### src/rtl/algo_16m8d_dq_arb_if.sv
// Client request and dealloc-lane bundle for algo_16m8d_dq_arb.
// The master side drives requests and ready. The slave (the arbiter) returns rq_rdy and the lanes.
interface algo_16m8d_dq_arb_if #(
  parameter int NUMREQ  = 4,
  parameter int NUMDQPT = 2,
  parameter int BITADDR = 14
);
  logic                       ready;
  logic [NUMREQ-1:0]          rq_vld;
  logic [NUMREQ*BITADDR-1:0]  rq_adr;
  logic [NUMREQ-1:0]          rq_rdy;
  logic [NUMDQPT-1:0]         dq_vld;
  logic [NUMDQPT*BITADDR-1:0] dq_adr;

  modport master (
    output ready, rq_vld, rq_adr,
    input  rq_rdy, dq_vld, dq_adr
  );

  modport slave (
    input  ready, rq_vld, rq_adr,
    output rq_rdy, dq_vld, dq_adr
  );
endinterface

### src/rtl/algo_16m8d_dq_arb.sv
// Round-robin dealloc arbiter: per-client FIFOs feeding up to NUMDQPT registered dq lanes.
// Optional issue statistic counter enabled by ALGO_16M8D_DQ_ARB_STAT_EN (dq_cnt tied to 0 otherwise).
module algo_16m8d_dq_arb #(
  parameter int NUMREQ  = 4,
  parameter int BITREQ  = 2,
  parameter int NUMDQPT = 2,
  parameter int BITADDR = 14,
  parameter int FIFODEP = 4,
  parameter int BITFIFO = 2
) (
  input  logic                  clk,
  input  logic                  rst,
  algo_16m8d_dq_arb_if.slave    bus,
  output logic                  dq_idle,
  output logic [31:0]           dq_cnt
);
  localparam int CNTW = BITFIFO + 1;

  logic [BITADDR-1:0] mem    [NUMREQ][FIFODEP];
  logic [BITFIFO-1:0] wr_ptr [NUMREQ];
  logic [BITFIFO-1:0] rd_ptr [NUMREQ];
  logic [CNTW-1:0]    cnt    [NUMREQ];
  logic [BITREQ-1:0]  rr_ptr;
  logic [BITREQ-1:0]  rr_nxt;
  logic [NUMREQ-1:0]  push;
  logic [NUMREQ-1:0]  pop;
  logic [NUMDQPT-1:0] lane_v;
  logic [BITREQ-1:0]  lane_sel [NUMDQPT];

  // Ready depends only on registered occupancy, so a full FIFO refuses a push even while popping.
  always_comb begin
    for (int i = 0; i < NUMREQ; i++) begin
      bus.rq_rdy[i] = (cnt[i] != CNTW'(FIFODEP));
      push[i]       = bus.rq_vld[i] & bus.rq_rdy[i];
    end
  end

  always_comb begin
    int               ng;
    logic [BITREQ-1:0] idx;
    ng     = 0;
    idx    = '0;
    pop    = '0;
    lane_v = '0;
    rr_nxt = rr_ptr;
    for (int k = 0; k < NUMDQPT; k++) lane_sel[k] = '0;
    if (bus.ready) begin
      for (int j = 0; j < NUMREQ; j++) begin
        idx = rr_ptr + BITREQ'(j);
        if ((cnt[idx] != '0) && (ng < NUMDQPT)) begin
          pop[idx]     = 1'b1;
          lane_v[ng]   = 1'b1;
          lane_sel[ng] = idx;
          rr_nxt       = idx + BITREQ'(1);
          ng           = ng + 1;
        end
      end
    end
  end

  always_ff @(posedge clk or negedge rst) begin
    if (!rst) begin
      for (int i = 0; i < NUMREQ; i++) begin
        wr_ptr[i] <= '0;
        rd_ptr[i] <= '0;
        cnt[i]    <= '0;
      end
      rr_ptr <= '0;
    end else begin
      for (int i = 0; i < NUMREQ; i++) begin
        if (push[i]) wr_ptr[i] <= wr_ptr[i] + BITFIFO'(1);
        if (pop[i])  rd_ptr[i] <= rd_ptr[i] + BITFIFO'(1);
        case ({push[i], pop[i]})
          2'b10:   cnt[i] <= cnt[i] + CNTW'(1);
          2'b01:   cnt[i] <= cnt[i] - CNTW'(1);
          default: cnt[i] <= cnt[i];
        endcase
      end
      rr_ptr <= rr_nxt;
    end
  end

  // Storage is not reset; flushing is done by clearing the pointers and counts.
  always_ff @(posedge clk) begin
    for (int i = 0; i < NUMREQ; i++) begin
      if (push[i]) mem[i][wr_ptr[i]] <= bus.rq_adr[i*BITADDR +: BITADDR];
    end
  end

  always_ff @(posedge clk or negedge rst) begin
    if (!rst) begin
      bus.dq_vld <= '0;
      bus.dq_adr <= '0;
    end else begin
      for (int k = 0; k < NUMDQPT; k++) begin
        bus.dq_vld[k] <= lane_v[k];
        bus.dq_adr[k*BITADDR +: BITADDR] <=
          lane_v[k] ? mem[lane_sel[k]][rd_ptr[lane_sel[k]]] : '0;
      end
    end
  end

  always_comb begin
    dq_idle = ~|bus.dq_vld;
    for (int i = 0; i < NUMREQ; i++) begin
      if (cnt[i] != '0) dq_idle = 1'b0;
    end
  end

`ifdef ALGO_16M8D_DQ_ARB_STAT_EN
  logic [31:0] lane_pc;
  logic [32:0] cnt_sum;

  always_comb begin
    lane_pc = '0;
    for (int k = 0; k < NUMDQPT; k++) lane_pc = lane_pc + 32'(bus.dq_vld[k]);
    cnt_sum = {1'b0, dq_cnt} + {1'b0, lane_pc};
  end

  always_ff @(posedge clk or negedge rst) begin
    if (!rst) dq_cnt <= '0;
    else      dq_cnt <= cnt_sum[32] ? 32'hFFFF_FFFF : cnt_sum[31:0];
  end
`else
  assign dq_cnt = '0;
`endif

endmodule

### src/flat_wrapper.sv
// flat-port wrapper written by rule: the top's interface ports become plain ports
module algo_16m8d_dq_arb_flat 
#(
  parameter int NUMREQ  = 4,
  parameter int BITREQ  = 2,
  parameter int NUMDQPT = 2,
  parameter int BITADDR = 14,
  parameter int FIFODEP = 4,
  parameter int BITFIFO = 2
)
  (clk, rst, dq_idle, dq_cnt, bus_ready, bus_rq_vld, bus_rq_adr, bus_rq_rdy, bus_dq_vld, bus_dq_adr);
  algo_16m8d_dq_arb_if #(.NUMREQ(NUMREQ), .NUMDQPT(NUMDQPT), .BITADDR(BITADDR)) bus_i ();
  input  logic clk;
  input  logic rst;
  output logic dq_idle;
  output logic [31:0] dq_cnt;
  input wire logic [$bits(bus_i.ready)-1:0] bus_ready;
  input wire logic [$bits(bus_i.rq_vld)-1:0] bus_rq_vld;
  input wire logic [$bits(bus_i.rq_adr)-1:0] bus_rq_adr;
  output wire logic [$bits(bus_i.rq_rdy)-1:0] bus_rq_rdy;
  output wire logic [$bits(bus_i.dq_vld)-1:0] bus_dq_vld;
  output wire logic [$bits(bus_i.dq_adr)-1:0] bus_dq_adr;
  assign bus_i.ready = bus_ready;
  assign bus_i.rq_vld = bus_rq_vld;
  assign bus_i.rq_adr = bus_rq_adr;
  assign bus_rq_rdy = bus_i.rq_rdy;
  assign bus_dq_vld = bus_i.dq_vld;
  assign bus_dq_adr = bus_i.dq_adr;
  algo_16m8d_dq_arb #(.NUMREQ(NUMREQ), .BITREQ(BITREQ), .NUMDQPT(NUMDQPT), .BITADDR(BITADDR), .FIFODEP(FIFODEP), .BITFIFO(BITFIFO)) u_core (.clk(clk), .rst(rst), .bus(bus_i), .dq_idle(dq_idle), .dq_cnt(dq_cnt));
endmodule
### config.mk
export PLATFORM = sky130hd
export DESIGN_NAME = algo_16m8d_dq_arb_flat
export DESIGN_NICKNAME = d
export VERILOG_FILES = /design/src/rtl/algo_16m8d_dq_arb_if.sv /design/src/rtl/algo_16m8d_dq_arb.sv /design/src/flat_wrapper.sv
export SDC_FILE = /design/constraint.sdc
export NUM_CORES = 1
export LEC_CHECK = 0
export ABC_CLOCK_PERIOD_IN_PS = 4800
export CORE_MARGIN = 1
export CORE_UTILIZATION = 53
export CTS_CLUSTER_SIZE = 20
export DETAILED_ROUTE_END_ITERATION = 10
export GPL_ROUTABILITY_DRIVEN = 0
export PLACE_DENSITY = 0.77
export SYNTH_ARGS = -nofsm -noshare
export SYNTH_HDL_FRONTEND = slang
export SYNTH_SLANG_ARGS = --single-unit
### constraint.sdc
create_clock -name clk -period 4.8 [get_ports clk]
set_clock_uncertainty 0.05 [all_clocks]
set_input_delay 0.96 -clock clk [delete_from_list [all_inputs] [get_ports clk]]
set_output_delay 0.96 -clock clk [all_outputs]
set_load 0.02 [all_outputs]
==> impl_summary.md <==
Floorplanning
The number of cell rows is 60. The initial utilization of the core area, before any placement, comes to 0.545. The area of the placeable core is about 27000 um^2. In this run the count of I/O pins placed on the die edge is 130. The die width is around 170 um. The die covers between 20000 and 30000 um^2. The y dimension of the die is about 170 um.

Worst setup path
The worst path required time is 5.18 ns. Data arrives at the worst endpoint at slightly below 5 ns. The launch point of the worst reg-to-reg path is u_core.cnt[6]. Along the worst path, the maximum fanout reaches 26. The start-to-end type of the worst setup path is flop to flop. The launching element type of the critical path is a flop. The kind of capture point of the worst setup path is a flop. The most critical setup path has its startpoint at u_core.cnt[6].

Clocking
The clock-pin slew on the worst setup and hold paths is 0.06 ns. In this run the post-CTS setup repair buffer count came out at 0. The H-tree depth is 1. The total clock buffers created by CTS is 30.

The TritonCTS clock tree is built. Hold repair after CTS inserted 0 buffers. Counting every sink on the clock net gives between 200 and 300. Counting along the longest clock path gives a buffer depth of 3. The root cell of the clock tree is clkbuf_16. The post-CTS resize count is 0. Clock latency on the worst-skew pair, taken at its later pin, is approximately 0.57 ns.

Logic synthesis
For this run, asynchronously set or reset flops after synthesis account for 0.211. After synthesis the netlist holds a flip-flop and latch count of between 200 and 300. The summed instance area of the synthesized netlist is 14800 um^2. The average size of a mapped cell is approximately 14 um^2.

The Yosys warning count is 0. Of the synthesized area, sequential elements account for 0.556. The synthesized design contains 224 enable-type register cells.

After synthesis, the netlist uses 53 different library cells. The commonest register cell after synthesis is edfxtp_1. The count of mapped cells out of synthesis is 1089.

Timing
Setup violations remaining at the end of the flow were counted as 0. Counting I/O delays and the setup requirement, the final critical path takes between 4 and 5 ns. The total count of hold-check failures in the final report is 0. The share of the cycle needed by the critical path after routing is 0.953. The final-layout setup total negative slack is 0 ns. The transition time of the tightest slew-check pin is around 1.3 ns. Setup repair after global routing left no endpoint under its margin. The number of pins with negative max-slew slack in the final report is 0. The relative slew slack is 0.156.

The maximum clock frequency is approximately 220 MHz.

Placed design
The instance area at placement is ~16000 um^2. The number of port buffers is between 90 and 100. Once placement completed, the tool counted placed cells totaling between 1k and 1.5k. The post-detailed-placement half-perimeter wirelength is about 29000 um.

Drt
In this run, the number of DRC markers left after iteration 0 of detailed routing was between 1.5k and 2k. For this block, the via count after detailed routing is 10.8k. In the routed layout, each cell is associated on average with a via count of ~7. The pre-antenna-repair detailed-routing pass consisted of 9 iterations.

Wires add up to between 40000 and 50000 um. After detailed routing, the number of remaining DRC violations is 0. The routed length per instance is between 20 and 30 um. The number of nets still failing antenna checks after routing is 0.

GRT
The via count of the first global-routing pass is between 10k and 15k. The number of antenna violations at the first check in global routing is 0. In the global route stage, overall resource usage came out at 0.316. The first global-routing pass estimated about 66000 um of wire. The pin count of the biggest net entering global routing is 98.

Global routing finished with a remaining overflow of 0.

Final layout
The number of nets in the layout is between 1k and 1.5k. Of the cells placed in the final design, the portion with a size suffix greater than 1 is 0.159. With fillers left out, the area of the finished cells amounts to ~17000 um^2.

The area added between synthesis and finish is 15.2%. The combined area of the multi-input logic cells is approximately 6000 um^2. The sequential standard cell area is ~8000 um^2.

Excluding fillers, the count of instances in the completed layout stands at between 1.5k and 2k. The number of inserted diodes is 0. The filler cells instantiated in the layout total approximately 2k.

Worst hold path
The tightest min-delay check is of the input pin to asynchronous set/reset pin type.

Run
The number of violations of the max-capacitance limit is 0.

Outcome
The run finished with clean final reports.
worst max-delay path, cell delays in order, from the launching register on:
cell     delay, ns
dfrtp_1       0.45
or3_4         0.43
mux4_2        0.49
ha_1          0.26
nor2_1        0.16
inv_1         0.13
fa_1          0.50
nor2b_1       0.21
nand2_1       0.07
o21ai_0       0.21
a31o_4        0.34
a41oi_1       0.10
a32oi_2       0.26
buf_6         0.32
mux2i_1       0.32
o22ai_2       0.12
state kept, by name, indices dropped and copies added (netlist names):
name and flops:
u_core.cnt 12, u_core.rd_ptr 8, u_core.rr_ptr 2, u_core.mem 224, u_core.wr_ptr 8, u_core.bus.dq_vld 2, u_core.bus.dq_adr 28
per-stage QoR:
stage | hold WS [ns] | utilization | setup slack [ns]
after floorplan | 0.428 | - | 0.289
after global placement | 0.432 | 0.589 | 0.391
after detailed placement | 0.436 | 0.589 | 0.225
after CTS | 0.448 | 0.627 | 0.178
after global routing | 0.482 | 0.627 | 0.0292
final | 0.445 | 0.627 | 0.224
layout make-up:
type | count | area share
flip-flops and latches | 284 | 0.483
clock inverters | 14 | 0.0106
multi-input cells | 677 | 0.350
well taps | 372 | 0.0273
repair buffers | 131 | 0.0743
inverters | 21 | 0.00462
clock buffers | 42 | 0.0503
metal layers:
metal / wire, um / part of all wire / up-vias / GRT usage
met3: 6380 / 0.14 / 167 / 0.0863
met4: 2320 / 0.052 / 0 / 0.143
met5: 0 / 0 / - / 0
li1: - / - / 4465 / -
met1: 16400 / 0.37 / 5256 / 0.429
met2: 19500 / 0.44 / 889 / 0.478
cell families after synthesis:
| kind of cell | after synthesis | synth area share |
|---|---|---|
| compound gates | 299 | 0.146 |
| flops | 284 | 0.556 |
| buf+inv | 159 | 0.0525 |
| simple gates | 157 | 0.0571 |
| mux | 125 | 0.138 |
| fa+ha+maj | 38 | 0.0347 |
| xor+xnor | 26 | 0.0154 |
| other cells | 1 | 0.000253 |
path summary, 6_finish.rpt:
| check | end | slack [ns] | depth (start not counted) |
|---|---|---|---|
| worst max-delay path | u_core.bus.dq_adr[20] | 0.22 | 15 |
| worst min-delay path | u_core.cnt[2] | 0.45 | 1 |
| worst max register to register | u_core.bus.dq_adr[20] | 0.22 | 15 |
| worst min register to register | u_core.rd_ptr[2] | 0.45 | 1 |
| max in group asynchronous | u_core.wr_ptr[6] | 3.23 | 2 |
| min in group clk | u_core.rd_ptr[2] | 0.45 | 1 |
cells in the mapped netlist, types with 5 or more instances:
library cell,n,area [um^2]
edfxtp_1,224,6730
o21ai_0,125,626
clkbuf_1,78,293
mux4_2,61,1370
dfrtp_1,60,1500
nand4_1,60,375
a32oi_1,57,499
a41oi_1,57,499
mux2i_1,46,460
nand2_1,38,143
buf_4,37,278
ha_1,33,413
inv_1,20,75.1
mux2_2,18,203
xnor2_1,18,158
and3_1,17,106
nor2_1,16,60.1
o211a_1,14,140
buf_1,10,37.5
a21oi_1,9,45.0
buf_2,9,45.0
o22ai_2,9,113
xor2_1,8,70.1
nor3_1,7,35.0
fa_1,5,100
o22ai_1,5,31.3
cell usage in the layout, fill, tap and decap left out, types with 6 or more instances in the layout:
master / netlist / layout
nor2_1: 16 / 16
inv_1: 20 / 20
xnor2_1: 18 / 18
o211a_1: 14 / 14
clkbuf_16: 0 / 31
o21ai_0: 125 / 124
buf_4: 37 / 29
xor2_1: 8 / 8
dfrtp_1: 60 / 60
mux2i_1: 46 / 46
a32oi_1: 57 / 56
a41oi_1: 57 / 57
mux2_2: 18 / 18
nand4_1: 60 / 60
o22ai_2: 9 / 9
a21oi_1: 9 / 9
and3_1: 17 / 17
nand2_1: 38 / 37
nor3_1: 7 / 6
mux4_2: 61 / 61
edfxtp_1: 224 / 224
ha_1: 33 / 33
clkdlybuf4s50_1: 0 / 95
clkbuf_1: 78 / 7
conb_1: 1 / 32
Power is not shown: default switching activity piles up to over one toggle a cycle in this logic, so the estimate is an artifact.
==> edit 1, RTL diff (same flow settings) <==
`NUMDQPT` is set to 2 in 3 places; all go to 1.
--- a/src/rtl/algo_16m8d_dq_arb_if.sv
+++ b/src/rtl/algo_16m8d_dq_arb_if.sv
@@ -2,7 +2,7 @@
 // The master side drives requests and ready. The slave (the arbiter) returns rq_rdy and the lanes.
 interface algo_16m8d_dq_arb_if #(
   parameter int NUMREQ  = 4,
-  parameter int NUMDQPT = 2,
+  parameter int NUMDQPT = 1,
   parameter int BITADDR = 14
 );
   logic                       ready;
--- a/src/rtl/algo_16m8d_dq_arb.sv
+++ b/src/rtl/algo_16m8d_dq_arb.sv
@@ -3,7 +3,7 @@
 module algo_16m8d_dq_arb #(
   parameter int NUMREQ  = 4,
   parameter int BITREQ  = 2,
-  parameter int NUMDQPT = 2,
+  parameter int NUMDQPT = 1,
   parameter int BITADDR = 14,
   parameter int FIFODEP = 4,
   parameter int BITFIFO = 2
--- a/src/flat_wrapper.sv
+++ b/src/flat_wrapper.sv
@@ -3,7 +3,7 @@
 #(
   parameter int NUMREQ  = 4,
   parameter int BITREQ  = 2,
-  parameter int NUMDQPT = 2,
+  parameter int NUMDQPT = 1,
   parameter int BITADDR = 14,
   parameter int FIFODEP = 4,
   parameter int BITFIFO = 2
Ports: changed (resized bus_dq_adr and bus_dq_vld); port bits go from 130 to 115. No check against the original RTL was run, so the function may have changed too.
==> edit 1 against the original RTL <==
Non-clock buffer count shrank 40; design area shrank 18%; synthesized area shrank 18%; fmax grew 7.0%; first-iteration DRC count shrank 60%; routed wire length shrank 42%; setup slack gained 0.30 ns; sequential cell count shrank 15.
==> edit 1: results (changes against the original RTL) <==
The longest individual stage delay on the worst path came to 0.77 ns (+0.27 ns). The routed wire length came out at 26000 um (-42%). The total power draw is 9020 uW. The mean area per synthesized cell was 14.8 sq um (+8.6%). The global routing usage on met3 is 3.43% (-5.2 points). The most critical setup path has its endpoint at u_core.bus.dq_adr[12].

The async set or reset register ratio after synthesis is 16.7% (-4.4 points). The fraction of final layout cells with drive strength greater than 1 came out at 10.3% (-5.6 points). The fraction of met2 tracks used by global routing came to 34.9% (-13 points). The worst hold path belongs to the class register to register. The number of combinational gates with multiple inputs is 473 (-30%). The slack of the worst reg-to-reg path came out at 0.53 ns (+0.30 ns). The cell family with the largest share of critical-path delay is multiplexers. The number of design-rule violations left by the first detailed-router iteration is 733 (-60%). The number of buffers added on ports came out at 82 (-15%). The fraction of area in registers is 56.5% (+8.2 points). The fraction of the yosys area taken by sequential cells came out at 64.8% (+9.2 points). The amount of wire on met3 after detailed routing is 1610 um (-75%). The HPWL reported at the end of detailed placement is 17300 um (-39%). The non-clock buffer instance count of the final layout came to 91 (-31%). The flow ran to the end, and the final reports show no timing, DRC or antenna violations.

The length of routed met2 wiring came out at 12200 um (-38%). The insertion delay of the later-clocked pin in the worst-skew pair is 0.53 ns (-0.04 ns). The global-route wire length before repair is 39400 um (-40%).

The slew of the pin with the lowest slew margin is 0.863 ns (-0.402 ns). The distinct cell type count after synthesis was 47 (-11%). The fill cell instance count of the final layout is 1617 (-19%). The first-pass iteration count of the detailed router came out at 5 (-4).

The count of flip-flops and latches is 269 (-5.3%). The total CTS buffers came out at 27 (-10%). The largest net degree at the start of global routing is 84 (-14%). The proportion of cell area occupied by multi-input gates came out at 27.5% (-7.5 points). By area the synthesized netlist is led by edfxtp_1 56%, dfrtp_1 9.3%, mux2i_1 7.4%. The clock distribution area overhead in the final layout was 5.99% (-0.090 points). The layout inverter count without the clock tree is 35 (+67%). Ranked by instance count, the synthesized netlist is headed by 224 x edfxtp_1, 90 x mux2i_1, 63 x a211oi_1.

The clock buffer count in the final layout is 36 (-14%).
-- edit 1: changes by cell type in the layout (fill, tap and decap cells not counted), sizes merged, moves of 19 or more --
cell    delta
o21ai    -114
a32oi     -57
a41oi     -57
a211oi    +82
mux4      -55
nand2     -19
nor2b     +40
nand4     -58
a21oi     +23
mux2i     +44
buf       -26
-- edit 1: logic make-up (layout without fill, tap and decap cells) --
family                   count (synthesis)  count (layout)  share of synthesized area [%]
AO/OA/AOI/OAI                          161             161                           10.5
XOR/XNOR                                25              25                           1.81
adder cells (fa/ha/maj)                 33              33                           3.66
buffers and inverters                  110             176                           4.65
flip-flops                             269             269                           64.8
multiplexers                            96              96                           8.55
other                                    1              32                         0.0310
AND/OR/NAND/NOR                        126             126                           6.03
-- edit 1: through the flow --
| step | setup slack (ns) | cell area, sq um |
|---|---|---|
| after global routing | 0.354 | 13900 |
| after detailed placement | 0.552 | 13100 |
| after global placement | 0.625 | 13100 |
| final | 0.526 | 13900 |
| after floorplan | 0.803 | 12200 |
| after CTS | 0.545 | 13900 |
==> edit 2, RTL diff (config.mk and constraints unchanged) <==
Made on the original files. Add a define of `ALGO_16M8D_DQ_ARB_STAT_EN`.
--- a/src/rtl/algo_16m8d_dq_arb.sv
+++ b/src/rtl/algo_16m8d_dq_arb.sv
@@ -1,5 +1,7 @@
 // Round-robin dealloc arbiter: per-client FIFOs feeding up to NUMDQPT registered dq lanes.
 // Optional issue statistic counter enabled by ALGO_16M8D_DQ_ARB_STAT_EN (dq_cnt tied to 0 otherwise).
+`define ALGO_16M8D_DQ_ARB_STAT_EN
+
 module algo_16m8d_dq_arb #(
   parameter int NUMREQ  = 4,
   parameter int BITREQ  = 2,
Behaviour: not the same (Yosys sat finds a counterexample within 4 cycles, from zero or initial values and one cycle with rst low).
==> edit 2 against the original RTL <==
Sequential cell count rose by 32; design area is 8.1% higher; synthesized area rose by 4.8%; non-clock buffer count rose by 36; core utilization is 1.3 points higher; routed wire length fell by 11%; setup slack worse by 0.053 ns; critical path type unchanged.
==> edit 2: results (changes against the original RTL) <==
The run finished with clean final reports. The fraction of the yosys area taken by sequential cells came to 58.2% (+2.6 points). The synthesized-area fraction occupied by adder cells came out at 3.84% (+0.37 points). The number of nets produced by synthesis is 1170. The longest individual stage delay on the worst path came to 0.72 ns (+0.22 ns). The fraction of power spent switching nets came out at 40.8%. The endpoint arrival time on the critical path came out at 5.03 ns (+0.07 ns). The flip-flop count of the largest register, all copies and words added came out at 224 (unchanged). The HPWL reported at the end of detailed placement is 26900 um (-5.8%). Broken down by cell family, the worst path's largest delay share belongs to compound AO/OA/AOI/OAI gates. Tracing the worst setup path back leads to its startpoint at u_core.cnt[1]. The largest net degree at the start of global routing came out at 59 (-40%).

The endpoint identified for the worst register-to-register timing path is u_core.bus.dq_adr[17]. The wire length per cell after detailed routing is 24.6 um (-15%). VDD sags by at most 0.643 mV. The number of global-route vias before repair is 10065 (-3.2%). The cell depth of the worst flop-to-flop path was 15 (unchanged).

Among all flip-flop cells after synthesis, the most frequent one is edfxtp_1. The number of warning messages in the yosys log was 0 (unchanged). The async set or reset register ratio after synthesis came out at 29.1% (+8.0 points).

The number of buffers added on ports came out at 129 (+33%). The initial antenna violation count came out at 3 (+3). The insertion delay of the later-clocked pin in the worst-skew pair came out at 0.51 ns (-0.06 ns). The worst min-delay path class is primary input to async pin.

The xor and xnor fraction of the mapped netlist area is 2.77% (+1.2 points). The clock transition time at the flip-flop clock pins of the worst setup and hold paths came out at 0.06 ns (about the same). The slowest stage of the critical path belongs to the cell o21ai_2. The sort of element at the end of the critical path is a register. The cell area reported after detailed placement came to 17200 sq um (+7.7%).

The via count came out at 10249 (-4.9%). The fraction of final layout cells with drive strength greater than 1 came out at 17.7% (+1.8 points). The total global-route track usage came out at 26.4% (-5.2 points). Counting instances in the post-synthesis netlist gives the leading cell types as 224 x edfxtp_1, 126 x nand2_1, 92 x dfrtp_1.

The slew of the pin with the lowest slew margin came out at 1.27 ns (+0.00851 ns). The layout net count is 1315 (+5.5%). By area the synthesized netlist is led by edfxtp_1 43%, dfrtp_1 15%, mux4_2 8.4%. The global-route wire length before repair came to 60000 um (-8.9%). The maximum fanout count along the critical path came out at 14 (-46%).

The distinct cell type count after synthesis is 75 (+42%). The compound-gate portion of the synthesized area is 9.84% (-4.8 points). The slack of the worst reg-to-reg path is 0.17 ns (-0.05 ns). The number of design-rule violations left by the first detailed-router iteration is 1113 (-40%). The total CTS buffers came out at 34 (+13%). The fraction of synthesized area in multiplexers is 13.1% (-0.70 points). In this run the static leakage power is 0.00697 uW. The maximum root-to-sink buffer count is 3 (unchanged). The first-pass iteration count of the detailed router came to 6 (-3). The H-tree level count is 2 (+1). The root buffer cell chosen for the clock tree is clkbuf_16.

The number of enable flip-flop cells after synthesis is 224 (unchanged).
[edit 2: logic make-up (layout without fill, tap and decap cells)]
family | count (synthesis) | in the layout
multiplexers | 125 | 125
buffers and inverters | 97 | 264
XOR/XNOR | 49 | 49
flip-flops | 316 | 316
AND/OR/NAND/NOR | 264 | 264
other | 0 | 1
adder cells (fa/ha/maj) | 44 | 44
AO/OA/AOI/OAI | 168 | 170
[edit 2: what timing repair did]
action                     CTS  global route
setup endpoints to repair    5            14
setup buffers                0             2
gates cloned                 0             2
pin swaps                    0             3
resized for setup            1            12
[edit 2: cell type report]
type,count,area [sq um]
Clock inverter,20,178
Inverter,37,141
Tap cell,384,480
Sequential cell,316,9030
Timing Repair Buffer,167,1610
Fill cell,2033,10300
Multi-Input combinational cell,652,6090
Antenna cell,1,2.50
Clock buffer,40,905
[edit 2: power groups by stage]
stage	sequential [uW]	combinational, uW	clock, uW
floorplan	4130	5400	0
global placement	4220	7100	0
detailed placement	4230	7240	0
CTS	4190	7290	2570
global route	4270	8130	2680
finish	4210	7590	2540
[edit 2: through the flow]
stage               hold slack (ns)  setup TNS, ns  std cells  setup slack, ns  util, %
global route                  0.513     -0.0000360       1617       -0.0000360     64.1
CTS                           0.488              0       1612            0.131     63.6
floorplan                     0.446              0       1063            0.134        -
finish                        0.487              0       1617            0.172     64.1
detailed placement            0.465        -0.0684       1552          -0.0219     59.8
global placement              0.463              0       1552            0.130     59.8
[edit 2: how the worst min path moves through the flow]
| stage | end | cells after the start | from | slack (ns) |
|---|---|---|---|---|
| floorplan | u_core.cnt[8] | 1 | u_core.cnt[8] | 0.45 |
| global placement | u_core.dq_cnt[21] | 2 | u_core.dq_cnt[21] | 0.46 |
| detailed placement | u_core.dq_cnt[16] | 2 | u_core.dq_cnt[16] | 0.46 |
| CTS | u_core.dq_cnt[16] | 2 | u_core.dq_cnt[16] | 0.49 |
| global route | u_core.dq_cnt[27] | 2 | u_core.dq_cnt[27] | 0.51 |
| finish | u_core.dq_cnt[1] | 1 | rst | 0.49 |
[edit 2: routing by layer]
layer,GRT usage (%),routed length (um),up-vias
met3,5.65,4210,87
met4,8.92,1120,4
met2,40.4,18000,640
met1,37.9,16400,5068
li1,-,-,4450
met5,0,27,-
[edit 2: worst reg2reg max path: stages, from the launching register on]
cell	delay [ns]
dfrtp_1	0.43
or3_1	0.42
mux4_2	0.50
ha_1	0.23
nor2_1	0.18
inv_1	0.11
fa_1	0.43
inv_1	0.10
o211a_1	0.17
buf_4	0.16
nor3_4	0.06
buf_4	0.19
o21ai_2	0.72
o32ai_2	0.21
a2111oi_0	0.43
a22o_1	0.20
